--- config.mk ---
export PLATFORM = sky130hd
export DESIGN_NAME = div_job_sequencer
export DESIGN_NICKNAME = d
export VERILOG_FILES = /design/src/rtl/gpu_div_pkg.sv /design/src/rtl/div_result_fifo.sv /design/src/rtl/div_job_sequencer.sv
export SDC_FILE = /design/constraint.sdc
export NUM_CORES = 1
export LEC_CHECK = 0
export CAP_MARGIN = 10
export CORE_MARGIN = 2
export CORE_UTILIZATION = 48
export CTS_CLUSTER_DIAMETER = 60
export DETAILED_ROUTE_END_ITERATION = 8
export DONT_BUFFER_PORTS = 1
export PLACE_DENSITY_LB_ADDON = 0.08
export SYNTH_ARGS = -nofsm -noshare
export SYNTH_HDL_FRONTEND = slang
export SYNTH_SLANG_ARGS = --single-unit
--- constraint.sdc ---
create_clock -name clock -period 5.45 [get_ports clock]
set_input_delay 0.2725 -clock clock [delete_from_list [all_inputs] [get_ports clock]]
set_output_delay 0.2725 -clock clock [all_outputs]
set_load 0.05 [all_outputs]
--- src/rtl/gpu_div_pkg.sv ---
// Shared widths, latency default, saturation constants and the result record
// used by the divider job sequencer.
package gpu_div_pkg;

  localparam int DIV_NUM_W           = 32;
  localparam int DIV_DEN_W           = 22;
  localparam int DIV_Q_W             = 20;
  localparam int DIV_TAG_W           = 4;
  localparam int DIV_LATENCY_DEFAULT = 5;

  localparam logic [DIV_Q_W-1:0] DIV_Q_POS_SAT = 20'h7FFFF;
  localparam logic [DIV_Q_W-1:0] DIV_Q_NEG_SAT = 20'h80000;

  typedef struct packed {
    logic [DIV_Q_W-1:0]   quot;
    logic [DIV_TAG_W-1:0] tag;
    logic                 divzero;
  } div_result_t;

endpackage

--- src/rtl/div_result_fifo.sv ---
// Synchronous show-ahead FIFO; rdata shows the head entry whenever empty=0.
module div_result_fifo #(
  parameter int DEPTH = 8,
  parameter int WIDTH = 8
) (
  input  logic             clock,
  input  logic             reset,
  input  logic             push,
  input  logic [WIDTH-1:0] wdata,
  input  logic             pop,
  output logic [WIDTH-1:0] rdata,
  output logic             full,
  output logic             empty
);

  localparam int AW = $clog2(DEPTH);

  logic [WIDTH-1:0] mem_q [DEPTH];
  logic [AW:0]      wr_ptr_q, wr_ptr_d;
  logic [AW:0]      rd_ptr_q, rd_ptr_d;
  logic             do_push, do_pop;

  // Extra pointer bit distinguishes full from empty when the indices match.
  assign empty   = (wr_ptr_q == rd_ptr_q);
  assign full    = (wr_ptr_q[AW] != rd_ptr_q[AW]) &&
                   (wr_ptr_q[AW-1:0] == rd_ptr_q[AW-1:0]);
  assign do_pop  = pop && !empty;
  assign do_push = push && (!full || do_pop);
  assign rdata   = mem_q[rd_ptr_q[AW-1:0]];

  always_comb begin
    wr_ptr_d = wr_ptr_q;
    rd_ptr_d = rd_ptr_q;
    if (do_push) wr_ptr_d = wr_ptr_q + (AW+1)'(1);
    if (do_pop)  rd_ptr_d = rd_ptr_q + (AW+1)'(1);
  end

  always_ff @(posedge clock) begin
    if (reset) begin
      wr_ptr_q <= '0;
      rd_ptr_q <= '0;
    end else begin
      wr_ptr_q <= wr_ptr_d;
      rd_ptr_q <= rd_ptr_d;
    end
  end

  always_ff @(posedge clock) begin
    if (do_push) mem_q[wr_ptr_q[AW-1:0]] <= wdata;
  end

endmodule

--- src/rtl/div_job_sequencer.sv ---
// Issues tagged jobs to the fixed-latency divider, tracks them alongside it and
// returns quotients in order through a credit-protected result FIFO.
import gpu_div_pkg::*;

module div_job_sequencer #(
  parameter int LATENCY = DIV_LATENCY_DEFAULT,
  parameter int TAG_W   = 4,
  parameter int DEPTH   = 8
) (
  input  logic                 clock,
  input  logic                 reset,
  input  logic                 req_valid,
  output logic                 req_ready,
  input  logic [DIV_NUM_W-1:0] req_num,
  input  logic [DIV_DEN_W-1:0] req_den,
  input  logic [TAG_W-1:0]     req_tag,
  output logic [DIV_NUM_W-1:0] div_numerator,
  output logic [DIV_DEN_W-1:0] div_denominator,
  input  logic [DIV_Q_W-1:0]   div_quotient,
  output logic                 res_valid,
  input  logic                 res_ready,
  output logic [DIV_Q_W-1:0]   res_quot,
  output logic [TAG_W-1:0]     res_tag,
  output logic                 res_divzero,
  output logic                 busy
);

  localparam int CNT_W  = $clog2(DEPTH + 1);
  // Issue register plus LATENCY shifts: the last entry lines up with the cycle
  // in which div_quotient is valid for that job.
  localparam int STAGES = LATENCY + 1;

  logic [CNT_W-1:0]     outstanding_q, outstanding_d;
  logic [DIV_NUM_W-1:0] num_q;
  logic [DIV_DEN_W-1:0] den_q;
  logic [STAGES-1:0]    pv_q, pdz_q, pneg_q;
  logic [TAG_W-1:0]     ptag_q [STAGES];
  logic                 accept, pop, fifo_full, fifo_empty;
  div_result_t          wr_data, head;

  assign req_ready       = (outstanding_q < CNT_W'(DEPTH));
  assign accept          = req_valid && req_ready;
  assign res_valid       = !fifo_empty;
  assign pop             = res_valid && res_ready;
  assign busy            = (outstanding_q != '0);
  assign div_numerator   = num_q;
  assign div_denominator = den_q;

  always_comb begin
    outstanding_d = outstanding_q;
    case ({accept, pop})
      2'b10:   outstanding_d = outstanding_q + CNT_W'(1);
      2'b01:   outstanding_d = outstanding_q - CNT_W'(1);
      default: outstanding_d = outstanding_q;
    endcase
  end

  always_ff @(posedge clock) begin
    if (reset) begin
      outstanding_q <= '0;
      num_q         <= '0;
      den_q         <= DIV_DEN_W'(1);
      pv_q          <= '0;
      pdz_q         <= '0;
      pneg_q        <= '0;
      for (int unsigned i = 0; i < STAGES; i++) ptag_q[i] <= '0;
    end else begin
      outstanding_q <= outstanding_d;
      num_q         <= accept ? req_num : '0;
      den_q         <= (accept && (req_den != '0)) ? req_den : DIV_DEN_W'(1);
      pv_q          <= {pv_q[STAGES-2:0], accept};
      pdz_q         <= {pdz_q[STAGES-2:0], (req_den == '0)};
      pneg_q        <= {pneg_q[STAGES-2:0], req_num[DIV_NUM_W-1]};
      ptag_q[0]     <= req_tag;
      for (int unsigned i = 1; i < STAGES; i++) ptag_q[i] <= ptag_q[i-1];
    end
  end

  always_comb begin
    wr_data         = '0;
    wr_data.tag     = DIV_TAG_W'(ptag_q[STAGES-1]);
    wr_data.divzero = pdz_q[STAGES-1];
    if (pdz_q[STAGES-1])
      wr_data.quot = pneg_q[STAGES-1] ? DIV_Q_NEG_SAT : DIV_Q_POS_SAT;
    else
      wr_data.quot = div_quotient;
  end

  div_result_fifo #(
    .DEPTH (DEPTH),
    .WIDTH ($bits(div_result_t))
  ) u_fifo (
    .clock (clock),
    .reset (reset),
    .push  (pv_q[STAGES-1]),
    .wdata (wr_data),
    .pop   (pop),
    .rdata (head),
    .full  (fifo_full),
    .empty (fifo_empty)
  );

  assign res_quot    = res_valid ? head.quot : '0;
  assign res_tag     = res_valid ? TAG_W'(head.tag) : '0;
  assign res_divzero = res_valid && head.divzero;

endmodule

Word-level counts from Yosys, hierarchy flattened:

Memories as Yosys holds them, arrays and structs flattened. A register that Yosys moved wholly into a read port is not among the register bits.
Cells that the tools add are included.

* input bits: 82
* memory bits (writable): 224
* memories kept: 2
* flip-flop bits (word level): 84
* word-level logic and storage cells: 62

Memories
* u_fifo.mem_q: depth 8, width 25, rd ports 1, clocked after Yosys merged registers in 1, wr ports 1, line div_result_fifo.sv:18 `logic [WIDTH-1:0] mem_q [DEPTH];`
* ptag_q: depth 6, width 4, rd ports 6, clocked after Yosys merged registers in 0, wr ports 6, line div_job_sequencer.sv:37 `logic [TAG_W-1:0] ptag_q [STAGES];`

* $add $sub $neg: 4
* bitwise logic cells: 8
* mux-type cells: 18
* eq/ne operators: 5
* order comparisons: 1
* reduce and logical (&&, ||, !) cells: 16

Operator list (number)
* $mux 20: 3
* $mux 4: 7
* $logic_not 22->1: 1
* $reduce_bool 22->1: 1
* $add 4x1->4 const B: 3
* $pmux 4 s2: 1
* $logic_and 1x1->1: 7
* $mux 3: 2
* $or 1x1->1: 6
* $mux 1: 5
* $eq 4x4->1: 1
* $lt 4x4->1 const B: 1
* $reduce_bool 4->1: 1
* $reduce_or 2->1: 2
* $sub 4x1->4 const B: 1
* $eq 3x3->1: 1
* $eq 2x1->1 const B: 1
* $eq 2x2->1 const B: 1
* $logic_not 1->1: 2
* $not 1->1: 2
* $reduce_bool 2->1: 1
* $logic_or 1x1->1: 1
* $ne 1x1->1: 1

Logic depth before layout (Yosys ltp):

Gate-level depths: netlist of run 1.

* depth in word-level cells: 8
* gate-level depth with buffers: 11

Modules after synthesis:

Synthesis of run 1 repeated with hierarchy kept, for this count alone.

* cells, all modules: 675
* area, all modules: 11367.2 um^2

Modules (own cells, without submodules)
* div_result_fifo: sequential area each 6226.0 um^2, cells an instance 361, instances 1, area an instance 8100.3 um^2
* div_job_sequencer: sequential area each 2001.9 um^2, cells an instance 314, instances 1, area an instance 3266.9 um^2

Least setup slack after synthesis of run 1:

OpenSTA, ideal clock, no wires.

* kind: register -> register
* start point: reg u_fifo.wr_ptr_q[2]
* end point: mem u_fifo.mem_q[1][0] in the netlist's numbering (enable)
* cell stages (with the launch flop): 6
* slack: 1.233 ns
* data required time: 4.970 ns
* library setup time: 0.480 ns
* arrival: 3.737 ns
* path buffers: 1
* clock period less this slack: 4.217 ns
* cells stage by stage: dfxtp_1 > buf_2 > xor2_1 > or3_4 > o21ai_2 > nor4b_1

* cells in the longest elaborated chain, start to end: 8

RTL lines
* from (decl): line div_result_fifo.sv:19 `logic [AW:0] wr_ptr_q, wr_ptr_d;`
* from (signal assigned): line div_result_fifo.sv:43 `wr_ptr_q <= wr_ptr_d;`
* $eq 4x4->1: line div_result_fifo.sv:24 `assign empty = (wr_ptr_q == rd_ptr_q);`
* $logic_not 1->1: line div_result_fifo.sv:27, div_job_sequencer.sv:43
* $logic_and 1x1->1: line div_job_sequencer.sv:44 `assign pop = res_valid && res_ready;`
* $logic_and 1x1->1: line div_result_fifo.sv:27 `assign do_pop = pop && !empty;`
* $logic_or 1x1->1: line div_result_fifo.sv:28 `assign do_push = push && (!full || do_pop);`
* $logic_and 1x1->1: line div_result_fifo.sv:28
* $mux 1: line div_result_fifo.sv:49 `if (do_push) mem_q[wr_ptr_q[AW-1:0]] <= wdata;`
* $mux 1 (implied by the code): line div_result_fifo.sv:49
* to (decl): line div_result_fifo.sv:18

Several ways; a longest one is shown, not always the timed one.

==> impl_metrics.json, run 1 <==
{
  "grt_usage_pct": 17.5,
  "cts-root-buf": "clkbuf_16",
  "required_ns": 5.18,
  "core_area_mm2": 0.0233,
  "peakVddDrop_mv": 0.266,
  "ys.flop_type": "edfxtp_1",
  "grt_pass1_vias": 6044,
  "syn-mean-instance-area_um2": 16.9,
  "clk_latency_ns": 0.51,
  "die_h_um": 157,
  "rsz0062_at_grt": "no",
  "postSynthRegisterBits": 311,
  "cts.clk_slew.worst_paths_ns": 0.05,
  "antenna_cells": 0,
  "post_cts_buffers": 0,
  "dpl.hpwl_um": 11200,
  "period_minus_slack_ns": 3.05,
  "die_area_mm2": 0.0248,
  "powerDensity_mw_per_mm2": 369,
  "firstDrtPassIters": 6,
  "fillers": 1785,
  "worstPathMaxFanout": 50,
  "via_count": 5708,
  "synth_nets": 758,
  "end_kind": "primary output",
  "clock.fmax_mhz": 328,
  "drt_wl_total_um": 21500,
  "synthDistinctLibCells": 44,
  "hold_class": "in -> reg",
  "die_x_um": 157,
  "post-route-drc-count": 0,
  "syn_area_mm2": 0.0113,
  "reg2reg_depth": 10,
  "numCtsBuffers": 35,
  "clock-sinks": 311,
  "ys_warn_count": 0,
  "drv_slew": 0,
  "ios": 164,
  "max-slew-margin-rel_pct": 28.8,
  "whs_ns": 0.0233,
  "clock_skew_ns": 0.0209,
  "wl_per_cell_um": 19.7,
  "startpoint_type": "flip-flop",
  "max_slew.worst_pin.slew_ns": 1.07,
  "clock_path_buffers": 3,
  "worstSetupPathType": "reg -> out",
  "cts_max_level": 2,
  "tns_ns": 0,
  "routabilityCongestion": 0.700,
  "via_per_inst": 5.22,
  "worstPathArrival_ns": 2.78,
  "status": "completed",
  "rows": 56,
  "holdPathStages": 2,
  "p_leak_nw": 4.52,
  "syn_to_final_growth_pct": 18.9,
  "antenna_found_initial": 0,
  "hold_viol": 0,
  "nets": 834,
  "gr-total-overflow": 0,
  "drtIter0Drc": 314,
  "port_buffers": 0,
  "grt_pass1_wl_um": 32600,
  "cts_tree": "built",
  "finalCritPeriodShare_pct": 55.9,
  "synthCells": 671,
  "synth-edff-count": 200,
  "async_flop_share_pct": 0,
  "initial_core_util_pct": 48.5,
  "ant_nets": 0,
  "grt_max_degree": 56,
  "yosysSeqAreaShare_pct": 72.8,
  "max_cap_viol_count": 0,
  "drive_gt1_share_pct": 18.2,
  "setup_viol": 0
}
-- final cells by class --
type	count	area, µm²	share of cell area (%)
clock buffer	41	940	6.99
clock inverter	23	188	1.40
inverter	24	90.1	0.670
multi-input combinational	301	2870	21.3
sequential	311	8230	61.3
tap	319	399	2.97
timing repair buffer	74	723	5.38
-- cell families after synthesis --
| group | count (synthesis) | share of synthesized area (%) |
|---|---|---|
| compound gates | 37 | 2.08 |
| xor+xnor | 8 | 0.752 |
| fa+ha+maj | 5 | 0.553 |
| buf+inv | 59 | 2.24 |
| flops | 311 | 72.8 |
| mux | 82 | 12.9 |
| simple gates | 169 | 8.71 |
-- cell usage in the layout (no fill, tap or decap), types with 6 or more instances in the layout --
cell type and instances:
o21ai_0 24, nor2_1 35, inv_1 24, mux2i_1 28, clkbuf_16 36, xor2_1 6, mux4_2 50, buf_4 11
and2_1 52, dlygate4sd3_1 62, dfxtp_1 109, clkinv_2 9, edfxtp_1 200, nor2b_1 43
-- metrics by stage --
stage	cells	area [µm²]	utilization [%]	setup slack [ns]	power, mW
after global routing	1093	13400	57.6	2.15	5.14
after CTS	1093	13400	57.6	2.29	5.02
after floorplan	671	11300	-	1.23	2.72
final	1093	13400	57.6	2.40	4.96
after detailed placement	966	11700	50.0	2.53	2.73
after global placement	966	11700	50.0	2.70	2.73
-- flip-flops by register name (all words and copies together), names as in the netlist, named ones only --
register / cells
ptag_q: 24
div_denominator: 22
u_fifo.wr_ptr_q: 4
outstanding_q: 4
pv_q: 6
pdz_q: 6
u_fifo.rd_ptr_q: 4
div_numerator: 32
u_fifo.mem_q: 200
pneg_q: 6
-- routing by layer --
layer / wire [µm] / up-vias / global-route usage (%)
li1: - / 2623 / -
met1: 8780 / 2875 / 21.4
met2: 11200 / 163 / 30.9
met3: 978 / 47 / 3.74
met4: 500 / 0 / 6.19
met5: 0 / - / 0
-- synthesized netlist by cell type, types with 2 or more instances --
cell | instances | area (µm²)
o21ai_0 | 24 | 120
nor3_1 | 4 | 20.0
or3_1 | 3 | 18.8
a21oi_1 | 4 | 20.0
dfxtp_1 | 111 | 2220
nor2b_1 | 43 | 269
xor2_1 | 6 | 52.6
nand4_1 | 2 | 12.5
mux4_2 | 50 | 1130
mux2_4 | 2 | 30.0
nand2_1 | 5 | 18.8
inv_1 | 24 | 90.1
nor4b_1 | 3 | 26.3
and2_1 | 52 | 325
buf_6 | 3 | 33.8
nand2b_1 | 5 | 31.3
xor2_2 | 2 | 32.5
buf_2 | 6 | 30.0
nor4_1 | 7 | 43.8
edfxtp_1 | 200 | 6010
buf_1 | 2 | 7.51
nand3_1 | 2 | 10.0
clkbuf_1 | 23 | 86.3
mux2_2 | 2 | 22.5
nor2_1 | 36 | 135
mux2i_1 | 28 | 280
ha_1 | 5 | 62.6
-- power breakdown --
group	internal (mW)	total, mW	switching, mW
clock network	1.34	2.24	0.900
registers	2.53	2.60	0.0739
logic	0.0582	0.122	0.0642
total	3.92	4.96	1.04
-- worst max-delay path, stage by stage, from the launching register on --
cell	delay [ns]
dfxtp_4	1.04
mux4_2	0.39
mux2i_1	0.10
nor2_1	0.72
-- path summary, 6_finish.rpt --
check | start | to | slack [ns]
worst max-delay path | flip-flop | res_quot[4] | 2.40
worst min-delay path | reset | u_fifo.wr_ptr_q[0] | 0.02
worst max register to register | u_fifo.wr_ptr_q[0] | outstanding_q[2] | 2.53
worst min register to register | pv_q[4] | pv_q[5] | 0.42
-- timing repair --
item                                   CTS  global route
gates resized for setup                  0             0
endpoints found under the hold margin  109             0
hold buffers                            63             0
Power figures use the tool's default switching activity.
==> run 2: changes to the inputs <==
ABC_AREA = 1   (was default)
clock period = 2.7 ns   (was 5.45 ns; I/O delays follow)
==> impl_metrics.json, run 2 <==
{
  "status": "completed",
  "rsz0062_at_grt": "no",
  "antenna_cells": 0,
  "syn_to_final_growth_pct": 19.6,
  "clock-sinks": 311,
  "die_x_um": 160,
  "grt_pass1_wl_um": 39300,
  "routabilityCongestion": 0.696,
  "synth_top_area_share_pct": 51.2,
  "grt_usage_pct": 19.3,
  "firstDrtPassIters": 5,
  "ant_nets": 0,
  "wl_per_cell_um": 16.6,
  "critPathBufInv": 2,
  "pre_cts_ws_ns": 0.483,
  "p_seq_share_pct": 49.3,
  "via_count": 7401,
  "cts_tree": "built",
  "post_cts_buffers": 0,
  "cpMaxStageDelayCell": "nor2_2",
  "reg2reg_depth": 14,
  "initial_core_util_pct": 48.5,
  "cp_slowest_stage_delay_ns": 0.47,
  "grt_pass1_vias": 7410,
  "syn-mean-instance-area_um2": 11.3,
  "cp_cell_sequence": "inv_2 -> buf_12 -> nor2_1 -> o21ai_0 -> o21ai_2 -> nor2_2",
  "fillers": 1935,
  "yosysMostFrequentCell": "nor2_1",
  "clock_path_buffers": 3,
  "synth_area_leaders": "edfxtp_1 51%, dfxtp_1 19%, nor2_1 8.0%",
  "p_clk_share_pct": 38.2,
  "ys_warn_count": 0,
  "grt_max_degree": 48,
  "r2r_start": "u_fifo.wr_ptr_q[1]",
  "drv_slew": 0,
  "gr-total-overflow": 0,
  "die_area_mm2": 0.0257,
  "yosysSeqAreaShare_pct": 70.2,
  "p_int_mw": 8.06,
  "synth_top_family_by_area": "simple AND/OR/NAND/NOR gates",
  "wl_met1_um": 10900,
  "multi_input_area_mm2": 0.00282,
  "max-slew-margin-rel_pct": 39.0,
  "p_switching_mw": 2.96,
  "worst_slack_ns": 0.153,
  "rows": 57,
  "dpl.cell_count": 1346,
  "synthDistinctLibCells": 35,
  "synth_nets": 1127,
  "max_slew.worst_pin.slew_ns": 0.915,
  "p_comb_share_pct": 12.5,
  "max_cap_viol_count": 0,
  "tns_ns": 0,
  "ys.flop_type": "edfxtp_1",
  "clock_skew_ns": 0.0165,
  "rrSetupSlack_ns": 0.46,
  "end_kind": "primary output",
  "mostFrequentLayoutCell": "nor2_1",
  "port_buffers": 0,
  "regToRegEndpoint": "outstanding_q[2]",
  "synth-edff-count": 200,
  "yosys.area.top_type": "edfxtp_1",
  "drive_gt1_share_pct": 12.1,
  "dpl.hpwl_um": 13600,
  "cpLargestDelayFamily": "buffers and inverters",
  "synth_xor_area_share_pct": 0.523,
  "ios": 164,
  "clock.fmax_mhz": 393,
  "peakVddDrop_mv": 0.513,
  "period_minus_slack_ns": 2.55,
  "setup_viol": 0,
  "cp_num_cells": 6,
  "worstPathMaxFanout": 30,
  "largest_reg_flops": 200,
  "powerDensity_mw_per_mm2": 786,
  "synthCells": 1040,
  "synth_common_cells": "250 x nor2_1, 200 x edfxtp_1, 112 x inv_1",
  "syn_area_mm2": 0.0117,
  "synthSimpleGateAreaFrac_pct": 12.5,
  "hold_class": "in -> reg",
  "nets": 1223,
  "postSynthRegisterBits": 311,
  "seq_area_mm2": 0.00824,
  "antenna_found_initial": 0,
  "p_leak_nw": 5.27,
  "cts_max_level": 1,
  "worstSetupPathType": "reg -> out",
  "worstPathArrival_ns": 2.41,
  "hold_viol": 0,
  "synth-adder-area-share_pct": 0.534,
  "async_flop_share_pct": 0,
  "synth_compound_area_share_pct": 7.98,
  "routed.top_layer": "met4",
  "clk_latency_ns": 0.55,
  "drt_wl_total_um": 24700,
  "synth.area.mux_share_pct": 2.13,
  "die_h_um": 160,
  "cp-endpoint": "res_quot[6]",
  "cts-root-buf": "clkbuf_16",
  "mostFrequentLayoutCells": "243 x nor2_1, 200 x edfxtp_1, 111 x inv_1",
  "startpoint_type": "flip-flop",
  "core_area_mm2": 0.0242,
  "finalCritPeriodShare_pct": 94.4,
  "via_per_inst": 4.99,
  "drtIter0Drc": 455,
  "required_ns": 2.57,
  "switching_share_pct": 26.9,
  "fin_cells": 1483,
  "numCtsBuffers": 31,
  "met2_length_um": 12100,
  "post-route-drc-count": 0,
  "cts.clk_slew.worst_paths_ns": 0.06,
  "wl_met3_um": 1360
}
-- run 2: cell count changes in the layout (fill, tap and decap cells not counted), moves of 17 or more --
cell | previous run | this run
o21ai_2 | 1 | 19
and2_1 | 52 | 0
nand2_1 | 5 | 65
o21ai_0 | 24 | 103
inv_1 | 24 | 111
o22ai_1 | 0 | 25
nor2b_1 | 43 | 0
nor2_1 | 35 | 243
nor2_2 | 1 | 21
mux4_2 | 50 | 0
dlygate4sd3_1 | 62 | 80
buf_4 | 11 | 28
-- run 2: logic make-up (layout without fill, tap and decap cells) --
kind of cell / count (synthesis) / count (layout)
xor gates and xnor gates: 7 / 7
AOI/OAI and AO/OA: 166 / 166
buffers and inverters: 167 / 286
DFF: 311 / 311
adders and majority gates: 5 / 5
muxes: 25 / 25
and+or+nand+nor: 359 / 359
-- run 2: power by group through the flow --
| stage | logic [mW] | registers (mW) | clock network (mW) |
|---|---|---|---|
| floorplan | 1.08 | 5.48 | 0 |
| global placement | 1.25 | 5.53 | 0 |
| global route | 1.53 | 5.44 | 4.52 |
| detailed placement | 1.26 | 5.53 | 0 |
| CTS | 1.37 | 5.43 | 4.32 |
| finish | 1.38 | 5.43 | 4.21 |
-- run 2: how the worst min path moves through the flow --
stage	start	end	slack, ns	depth (start not counted)
after detailed placement	reset	u_fifo.rd_ptr_q[3]	0.21	1
after floorplan	req_den[0]	div_denominator[0]	0.24	1
after global routing	div_quotient[2]	u_fifo.mem_q[0][7]	0.01	2
after global placement	reset	pdz_q[0]	0.21	1
final	div_quotient[1]	u_fifo.mem_q[4][6]	0.04	2
after CTS	div_quotient[2]	u_fifo.mem_q[3][7]	0.007	2
-- run 2: per-stage QoR --
stage,power (mW),util [%],hold slack [ns],cell area (µm²)
final,11.0,58.0,0.0375,14000
after global routing,11.5,58.0,0.0103,14000
after CTS,11.1,57.9,0.00736,14000
after detailed placement,6.79,50.3,0.212,12200
after global placement,6.78,50.3,0.214,12200
after floorplan,6.55,-,0.241,11700
-- run 2: cell type report --
class / count / share of cell area, %
Clock buffer: 36 / 5.67
Clock inverter: 20 / 1.49
Inverter: 116 / 3.11
Multi-Input combinational cell: 562 / 20.1
Sequential cell: 311 / 58.7
Tap cell: 324 / 2.89
Timing Repair Buffer: 114 / 8.00
-- run 2: what timing repair did --
action / in CTS / in global routing
setup endpoints to repair: 2 / 6
hold endpoints to repair: 239 / 0
hold buffers: 81 / 0
resized for setup: 2 / 6
-- run 2: per-layer routing --
metal	vias to the layer above	track usage (%)
met1	3528	25.2
met3	33	4.08
li1	3651	-
met5	-	0
met4	0	4.42
met2	189	33.2
